**src/rtl/spectrum_frame_packer.sv**
```systemverilog
// rtl/spectrum_frame_packer.sv - FFT bin magnitude-squared frame buffer and byte packetiser
// Captures one frame of |bin|^2 values, then streams SYNC0 SYNC1 CNT payload CSUM.
module spectrum_frame_packer #(
   parameter int         BIN_COUNT = 64,
   parameter int         IW        = 11,
   parameter logic [7:0] SYNC0     = 8'hA5,
   parameter logic [7:0] SYNC1     = 8'h5A
) (
   input  logic            sys_clock,
   input  logic            reset,
   input  logic            i_sample_valid,
   input  logic            i_frame_start,
   input  logic [2*IW-1:0] i_fft_data,
   output logic [7:0]      o_byte,
   output logic            o_byte_valid,
   input  logic            i_byte_ready,
   output logic            o_busy,
   output logic            o_frame_dropped
);

   localparam int              IDXW     = $clog2(BIN_COUNT);
   localparam logic [IDXW-1:0] LAST_BIN = IDXW'(BIN_COUNT - 1);

   typedef enum logic [2:0] {
      S_IDLE, S_CAPTURE, S_SYNC0, S_SYNC1, S_CNT, S_PAYLOAD, S_CSUM
   } state_t;

   state_t            state, next_state;
   logic [IDXW-1:0]   idx;
   logic [1:0]        byte_sel;
   logic [7:0]        csum;
   logic [7:0]        frame_cnt;
   logic [23:0]       bin_mem [BIN_COUNT];
   logic              wr_en;
   logic [IDXW-1:0]   wr_addr;
   logic [7:0]        payload_byte;

   logic signed [IW-1:0]   re, im;
   logic signed [2*IW-1:0] re_ext, im_ext, re_sq, im_sq;
   logic [23:0]            mag;

   wire start_strobe = i_sample_valid & i_frame_start;
   wire xfer         = o_byte_valid & i_byte_ready;

   // Both squares are non-negative, so their unsigned sum cannot overflow 2*IW bits.
   assign re     = i_fft_data[2*IW-1:IW];
   assign im     = i_fft_data[IW-1:0];
   assign re_ext = (2*IW)'(re);
   assign im_ext = (2*IW)'(im);
   assign re_sq  = re_ext * re_ext;
   assign im_sq  = im_ext * im_ext;
   assign mag    = 24'($unsigned(re_sq)) + 24'($unsigned(im_sq));

   always_comb begin
      wr_en   = 1'b0;
      wr_addr = idx;
      if (state == S_IDLE && start_strobe) begin
         wr_en   = 1'b1;
         wr_addr = '0;
      end else if (state == S_CAPTURE && i_sample_valid) begin
         wr_en   = 1'b1;
         wr_addr = i_frame_start ? '0 : idx;
      end
   end

   always_ff @(posedge sys_clock) begin
      if (wr_en)
         bin_mem[wr_addr] <= mag;
   end

   always_ff @(posedge sys_clock or posedge reset) begin
      if (reset)
         state <= S_IDLE;
      else
         state <= next_state;
   end

   always_comb begin
      next_state = state;
      case (state)
         S_IDLE:    if (start_strobe) next_state = S_CAPTURE;
         S_CAPTURE: if (i_sample_valid && !i_frame_start && idx == LAST_BIN) next_state = S_SYNC0;
         S_SYNC0:   if (xfer) next_state = S_SYNC1;
         S_SYNC1:   if (xfer) next_state = S_CNT;
         S_CNT:     if (xfer) next_state = S_PAYLOAD;
         S_PAYLOAD: if (xfer && byte_sel == 2'd0 && idx == LAST_BIN) next_state = S_CSUM;
         S_CSUM:    if (xfer) next_state = S_IDLE;
         default:   next_state = S_IDLE;
      endcase
   end

   always_comb begin
      case (byte_sel)
         2'd2:    payload_byte = bin_mem[idx][23:16];
         2'd1:    payload_byte = bin_mem[idx][15:8];
         default: payload_byte = bin_mem[idx][7:0];
      endcase
   end

   always_comb begin
      o_busy       = (state != S_IDLE);
      o_byte_valid = 1'b0;
      o_byte       = 8'h00;
      case (state)
         S_SYNC0:   begin o_byte_valid = 1'b1; o_byte = SYNC0;        end
         S_SYNC1:   begin o_byte_valid = 1'b1; o_byte = SYNC1;        end
         S_CNT:     begin o_byte_valid = 1'b1; o_byte = frame_cnt;    end
         S_PAYLOAD: begin o_byte_valid = 1'b1; o_byte = payload_byte; end
         S_CSUM:    begin o_byte_valid = 1'b1; o_byte = csum;         end
         default:   ;
      endcase
   end

   // Bin index doubles as write pointer while capturing and read pointer while sending;
   // it wraps to 0 at the last bin because BIN_COUNT is a power of two.
   always_ff @(posedge sys_clock or posedge reset) begin
      if (reset) begin
         idx             <= '0;
         byte_sel        <= 2'd2;
         csum            <= 8'h00;
         frame_cnt       <= 8'h00;
         o_frame_dropped <= 1'b0;
      end else begin
         o_frame_dropped <= 1'b0;
         if (state == S_IDLE) begin
            byte_sel <= 2'd2;
            if (start_strobe)
               idx <= IDXW'(1);
         end else if (state == S_CAPTURE) begin
            if (i_sample_valid) begin
               if (i_frame_start) begin
                  idx             <= IDXW'(1);
                  o_frame_dropped <= 1'b1;
               end else begin
                  idx <= idx + IDXW'(1);
               end
            end
         end else begin
            if (start_strobe)
               o_frame_dropped <= 1'b1;
            if (xfer) begin
               if (state == S_CNT)
                  csum <= frame_cnt;
               if (state == S_PAYLOAD) begin
                  csum <= csum ^ payload_byte;
                  if (byte_sel == 2'd0) begin
                     byte_sel <= 2'd2;
                     idx      <= idx + IDXW'(1);
                  end else begin
                     byte_sel <= byte_sel - 2'd1;
                  end
               end
               if (state == S_CSUM)
                  frame_cnt <= frame_cnt + 8'd1;
            end
         end
      end
   end

endmodule

```
**config.mk**
```make
export PLATFORM = sky130hd
export DESIGN_NAME = spectrum_frame_packer
export DESIGN_NICKNAME = d
export VERILOG_FILES = /design/src/rtl/spectrum_frame_packer.sv
export SDC_FILE = /design/constraint.sdc
export NUM_CORES = 2
export LEC_CHECK = 0
export CAP_MARGIN = 10
export CELL_PAD_IN_SITES_DETAIL_PLACEMENT = 1
export CELL_PAD_IN_SITES_GLOBAL_PLACEMENT = 2
export CORE_AREA = 2 2 391 393
export CTS_CLUSTER_DIAMETER = 80
export DETAILED_ROUTE_END_ITERATION = 12
export DIE_AREA = 0 0 393 395
export PLACE_DENSITY = 0.77
export REMOVE_ABC_BUFFERS = 1
export SYNTH_ARGS = -nofsm -noshare
export SYNTH_HDL_FRONTEND = slang
export SYNTH_SLANG_ARGS = --single-unit
```
**constraint.sdc**
```tcl
create_clock -name sys_clock -period 4.7 [get_ports sys_clock]
set_input_delay 0.705 -clock sys_clock [delete_from_list [all_inputs] [get_ports sys_clock]]
set_output_delay 0.705 -clock sys_clock [all_outputs]
set_load 0.02 [all_outputs]
```
# Word-level counts from Yosys, hierarchy flattened
# Memory sizes are Yosys's and may differ from the RTL's.
# Cells that the tools add are included.
# op_classes
n_addsub	4
mul	2
div_mod_pow	0
n_lt_le_gt_ge	0
eq_ne	18
shifts	0
n_mux	38
bitwise_logic	5
reduce_logical	22
# op_table
op	n
$mux W6	11
$mul A11 B11 Y22	2
$pmux W8 S5	1
$add A22 B22 Y23	1
$mux W3	7
$pmux W3 S7	1
$mux W8	2
$ne A2 B2 Y1 const B	8
$pmux W8 S2	1
$reduce_bool A3 Y1	4
$mux W1	10
$mux W2	5
$eq A3 B3 Y1 const B	3
$add A8 B1 Y8 const B	1
$reduce_and A4 Y1	2
$xor A8 B8 Y8	1
$reduce_and A7 Y1	1
$add A6 B1 Y6 const B	1
$eq A3 B2 Y1 const B	2
$eq A6 B6 Y1 const B	1
$logic_and A1 B1 Y1	6
$reduce_bool A2 Y1	3
$reduce_and A5 Y1	1
$reduce_or A5 Y1	1
other kinds (11)	13
# totals
ff_bits	28
latch_bits	0
ram_bits	1472
romBits	0
inputBits	27
output_inout_bits	11
word_cells	96
n_memories	1
# mem_list
name	depth	word_bits	rd	rd_clocked_by_memory_dff	wr	line_no	rtl
bin_mem	64	23	1	0	1	33	logic [23:0] bin_mem [BIN_COUNT];

# Longest topological paths before layout
# logic_depth
word_depth	8
ltp_mapped	28
depth_no_buf	27

# Worst setup path before layout
# No wires, ideal clock.
# synth_timing
kind	input to register
from	input i_fft_data[10]
to	memory bin_mem[0][22] (netlist bit) (data pin)
setup_time_ps	702
arrival_ps	8598
required_ps	3998
slack_ps	-4599
path_stages	24
n_path_buf	2
path_cell_list	clkbuf_1 > clkbuf_1 > nand2_1 > fa_1 > inv_1 > fa_1 > fa_1 > fa_1 > inv_1 > fa_1 > inv_1 > ha_1 > nand3_1 > nand2_1 > a41oi_1 > a211oi_1 > a21oi_1 > o21ai_0 > xor2_1 > ha_1 > nand3_1 > o31a_1 > a211o_1 > o21ai_0
# synth_via
elab_chain_len	2
# synth_rtl
element	line_no	rtl
from (decl)	13	input logic [2*IW-1:0] i_fft_data,
$mul A11 B11 Y22	51	assign im_sq = im_ext * im_ext;
$add A22 B22 Y23	52	assign mag = 24'($unsigned(re_sq)) + 24'($unsigned(im_sq));
named net mag[22]	40	logic [23:0] mag;
to (decl)	33	
# The timed path passes the listed nets, and every way through them passes these cells.

# Worst setup path after layout
# layout_timing
from	input i_fft_data[4]
to	memory bin_mem[17][18] (netlist bit) (data pin)
# Same word-level chain as after synthesis.

==> flow_metrics.tcl <==
set metrics [dict create \
    status "finished, violations left" \
    violations "setup timing" \
    cp.required_ns 5.20 \
    hold_buffers 0 \
    setup_viol 1096 \
    yosys_warnings 0 \
    yosysTopAreaCellShare_pct 65.4 \
    nets 4569 \
    clock_latency_ns 0.77 \
    wirelength_mm 185 \
    ys.flop_type "edfxtp_1" \
    ant_nets 0 \
    worst_pin_slew_ns 1.19 \
    die_h_um 395 \
    cp.arrival_ns 6.56 \
    cp-start-kind "primary input" \
    synth_top_family_by_area "multiplexers" \
    portBuffers 37 \
    synth-adder-area-share_pct 8.36 \
    synth.avg_cell_area_um2 18.5 \
    drt_iter0_markers 3835 \
    antenna_found_initial 5 \
    syn-instance-count 3658 \
    grt_first_pass_wirelength_mm 271 \
    grt_max_degree 65 \
    place.gp.congestion 0.830 \
    synth_compound_area_share_pct 2.93 \
    post_drt_wl_per_cell_um 29.2 \
    via_per_inst 5.82 \
    ys_top_cells_by_area "edfxtp_1 65%, mux4_2 13%, fa_1 6.2%" \
    synth-edff-count 1472 \
    worstSetupStartpoint "i_fft_data[4]" \
    first_pass_iters 6 \
    slew_viol_final 0 \
    drv_cap 0 \
    fp.dieArea_mm2 0.155 \
    final_hold_viol_count 0 \
    floorplan.initialDensity_pct 44.7 \
    cts_root_buffer "clkbuf_16" \
    synth_most_common_cell "edfxtp_1" \
    skew_ns 0.0216 \
    die_w_um 393 \
    dp_worst_setup_slack_ns -3.05 \
    synth_common_cells "1472 x edfxtp_1, 399 x mux4_2, 291 x inv_1" \
    synth_seq_cells 1500 \
    drive_above_1_share_pct 32.7 \
    min_period_ns 6.05 \
    fp-row-count 143 \
    synth-async-reset-ratio_pct 1.87 \
    drcViolationCount 0 \
    clock_sinks 1500 \
    vias 36996 \
    path_clk_slew_ns 0.06 \
    synth.mux.area_fraction_pct 14.8 \
    synth_cell_types 68 \
    synthSimpleGateAreaFrac_pct 3.51 \
    yosysSeqAreaShare_pct 66.4 \
    core_mm2 0.151 \
    fin_ws_ns -1.35 \
    synthXorXnorAreaFrac_pct 1.01 \
    synth.cell_area_mm2 0.0676 \
    min_path_type "primary input to async pin" \
    crit_path_end_kind "flop" \
    overflow 0 \
    path_class "primary input to flop" \
    cts_buffer_depth 3 \
    ios 38 \
    track_usage_pct 24.2 \
    numCtsBuffers 142 \
    clock.fmax_ghz 0.165 \
    cts_tree "yes" \
    crit_path_max_fanout 8 \
    area_delta_synth_final_pct 19.0 \
    dp_hpwl_mm 116 \
    relSlewSlack_pct 19.9 \
    synth_area_leader_cell "edfxtp_1" \
    r2r-start "idx[0]$_DFFE_PP0P_" \
    period_share_pct 129 \
    grt_pass1_vias 39360 \
    htreeDepth 4 \
    rsz0062_at_grt "true" \
]
## layout make-up
class | count | area [um2]
sequential | 1500 | 44900
fill | 13736 | 70800
antenna | 1 | 2.50
inverter | 294 | 1120
clock inverter | 77 | 751
timing repair buffer | 586 | 5510
clock buffer | 180 | 3870
multi-input combinational | 1692 | 21700
tap | 2030 | 2540
## critical path, cell delays in order
cell	delay, ns
buf_4	0.13
nand2_2	0.07
fa_1	0.52
inv_2	0.05
fa_1	0.49
inv_2	0.05
fa_1	0.53
inv_1	0.05
fa_1	0.53
fa_2	0.49
ha_4	0.31
nand2_2	0.06
o21ai_4	0.13
a41oi_2	0.16
a211oi_2	0.24
a21oi_1	0.10
o21ai_1	0.14
xor2_1	0.19
ha_1	0.33
and3_4	0.21
a21oi_2	0.10
o31a_1	0.21
nor2b_4	0.22
xnor2_4	0.08
buf_12	0.15
buf_12	0.15
clkbuf_16	0.17
## routing by layer
metal	wire, um	up-vias	track usage (%)
met4	6020	2	7.75
met2	92300	1538	40.0
met1	74000	19825	33.3
met5	11	-	0
li1	-	15344	-
met3	13200	287	3.22
## through the flow
| step | setup TNS (ns) | area [um2] | utilization, % | hold slack, ns | std cells |
|---|---|---|---|---|---|
| after floorplan | - | 66700 | - | 0.468 | 3486 |
| after global placement | -2450.56 | 74600 | 49.3 | 0.504 | 6060 |
| after detailed placement | -2638.47 | 74600 | 49.3 | 0.516 | 6060 |
| after CTS | -1159.34 | 79800 | 52.8 | 0.395 | 6341 |
| after global routing | -1185.73 | 80400 | 53.2 | 0.464 | 6359 |
| final | -955.18 | 80400 | 53.2 | 0.404 | 6360 |
## repair_timing
action	in CTS	in global routing
cloned	5	4
pin swaps	49	78
setup endpoints to repair	1160	1096
buffers inserted	19	15
gates resized for setup	113	192
## registers in the layout (all words and copies together), names as in the netlist
register	cells
csum	8
o_frame_dropped	1
idx	6
state	3
frame_cnt	8
byte_sel	2
bin_mem	1472
## final timing paths
| kind | end | slack [ns] | cells after the start |
|---|---|---|---|
| min in group sys_clock | csum[6]$_DFFE_PP0P_ | 0.53 | 1 |
| worst min register to register | csum[6]$_DFFE_PP0P_ | 0.53 | 1 |
| worst max register to register | csum[0]$_DFFE_PP0P_ | 0.98 | 12 |
| max in group asynchronous | idx[2]$_DFFE_PP0P_ | 3.59 | 3 |
| worst min-delay path | state[0]$_DFFE_PP0P_ | 0.40 | 2 |
| worst max-delay path | bin_mem[17][18]$_DFFE_PP_ | -1.35 | 27 |
## cells in the final DEF (no fill, tap or decap), types with 20 or more instances in the layout
master / netlist / layout
clkinv_2: 0 / 21
nor2_2: 1 / 68
a21oi_1: 63 / 48
nor3_1: 29 / 20
xnor2_1: 64 / 46
edfxtp_1: 1472 / 1472
buf_4: 23 / 460
mux4_2: 399 / 399
ha_1: 117 / 97
nand2_1: 134 / 120
nor2b_1: 43 / 33
nand3_1: 48 / 46
inv_1: 291 / 269
clkinv_1: 3 / 31
fa_1: 209 / 199
nor2_1: 136 / 66
and2_1: 51 / 38
a31oi_1: 22 / 21
dfrtp_1: 27 / 22
o21ai_0: 48 / 40
buf_6: 19 / 21
clkbuf_1: 74 / 30
a221oi_1: 30 / 30
buf_12: 0 / 71
mux2i_1: 93 / 93
clkbuf_16: 0 / 153
## kinds of logic after synthesis
family | after synthesis
fa+ha+maj | 326
simple gates | 501
buf+inv | 466
xor+xnor | 78
mux | 497
flops | 1500
compound gates | 290
Power is not shown: default switching activity piles up to over one toggle a cycle in this logic, so the estimate is an artifact.
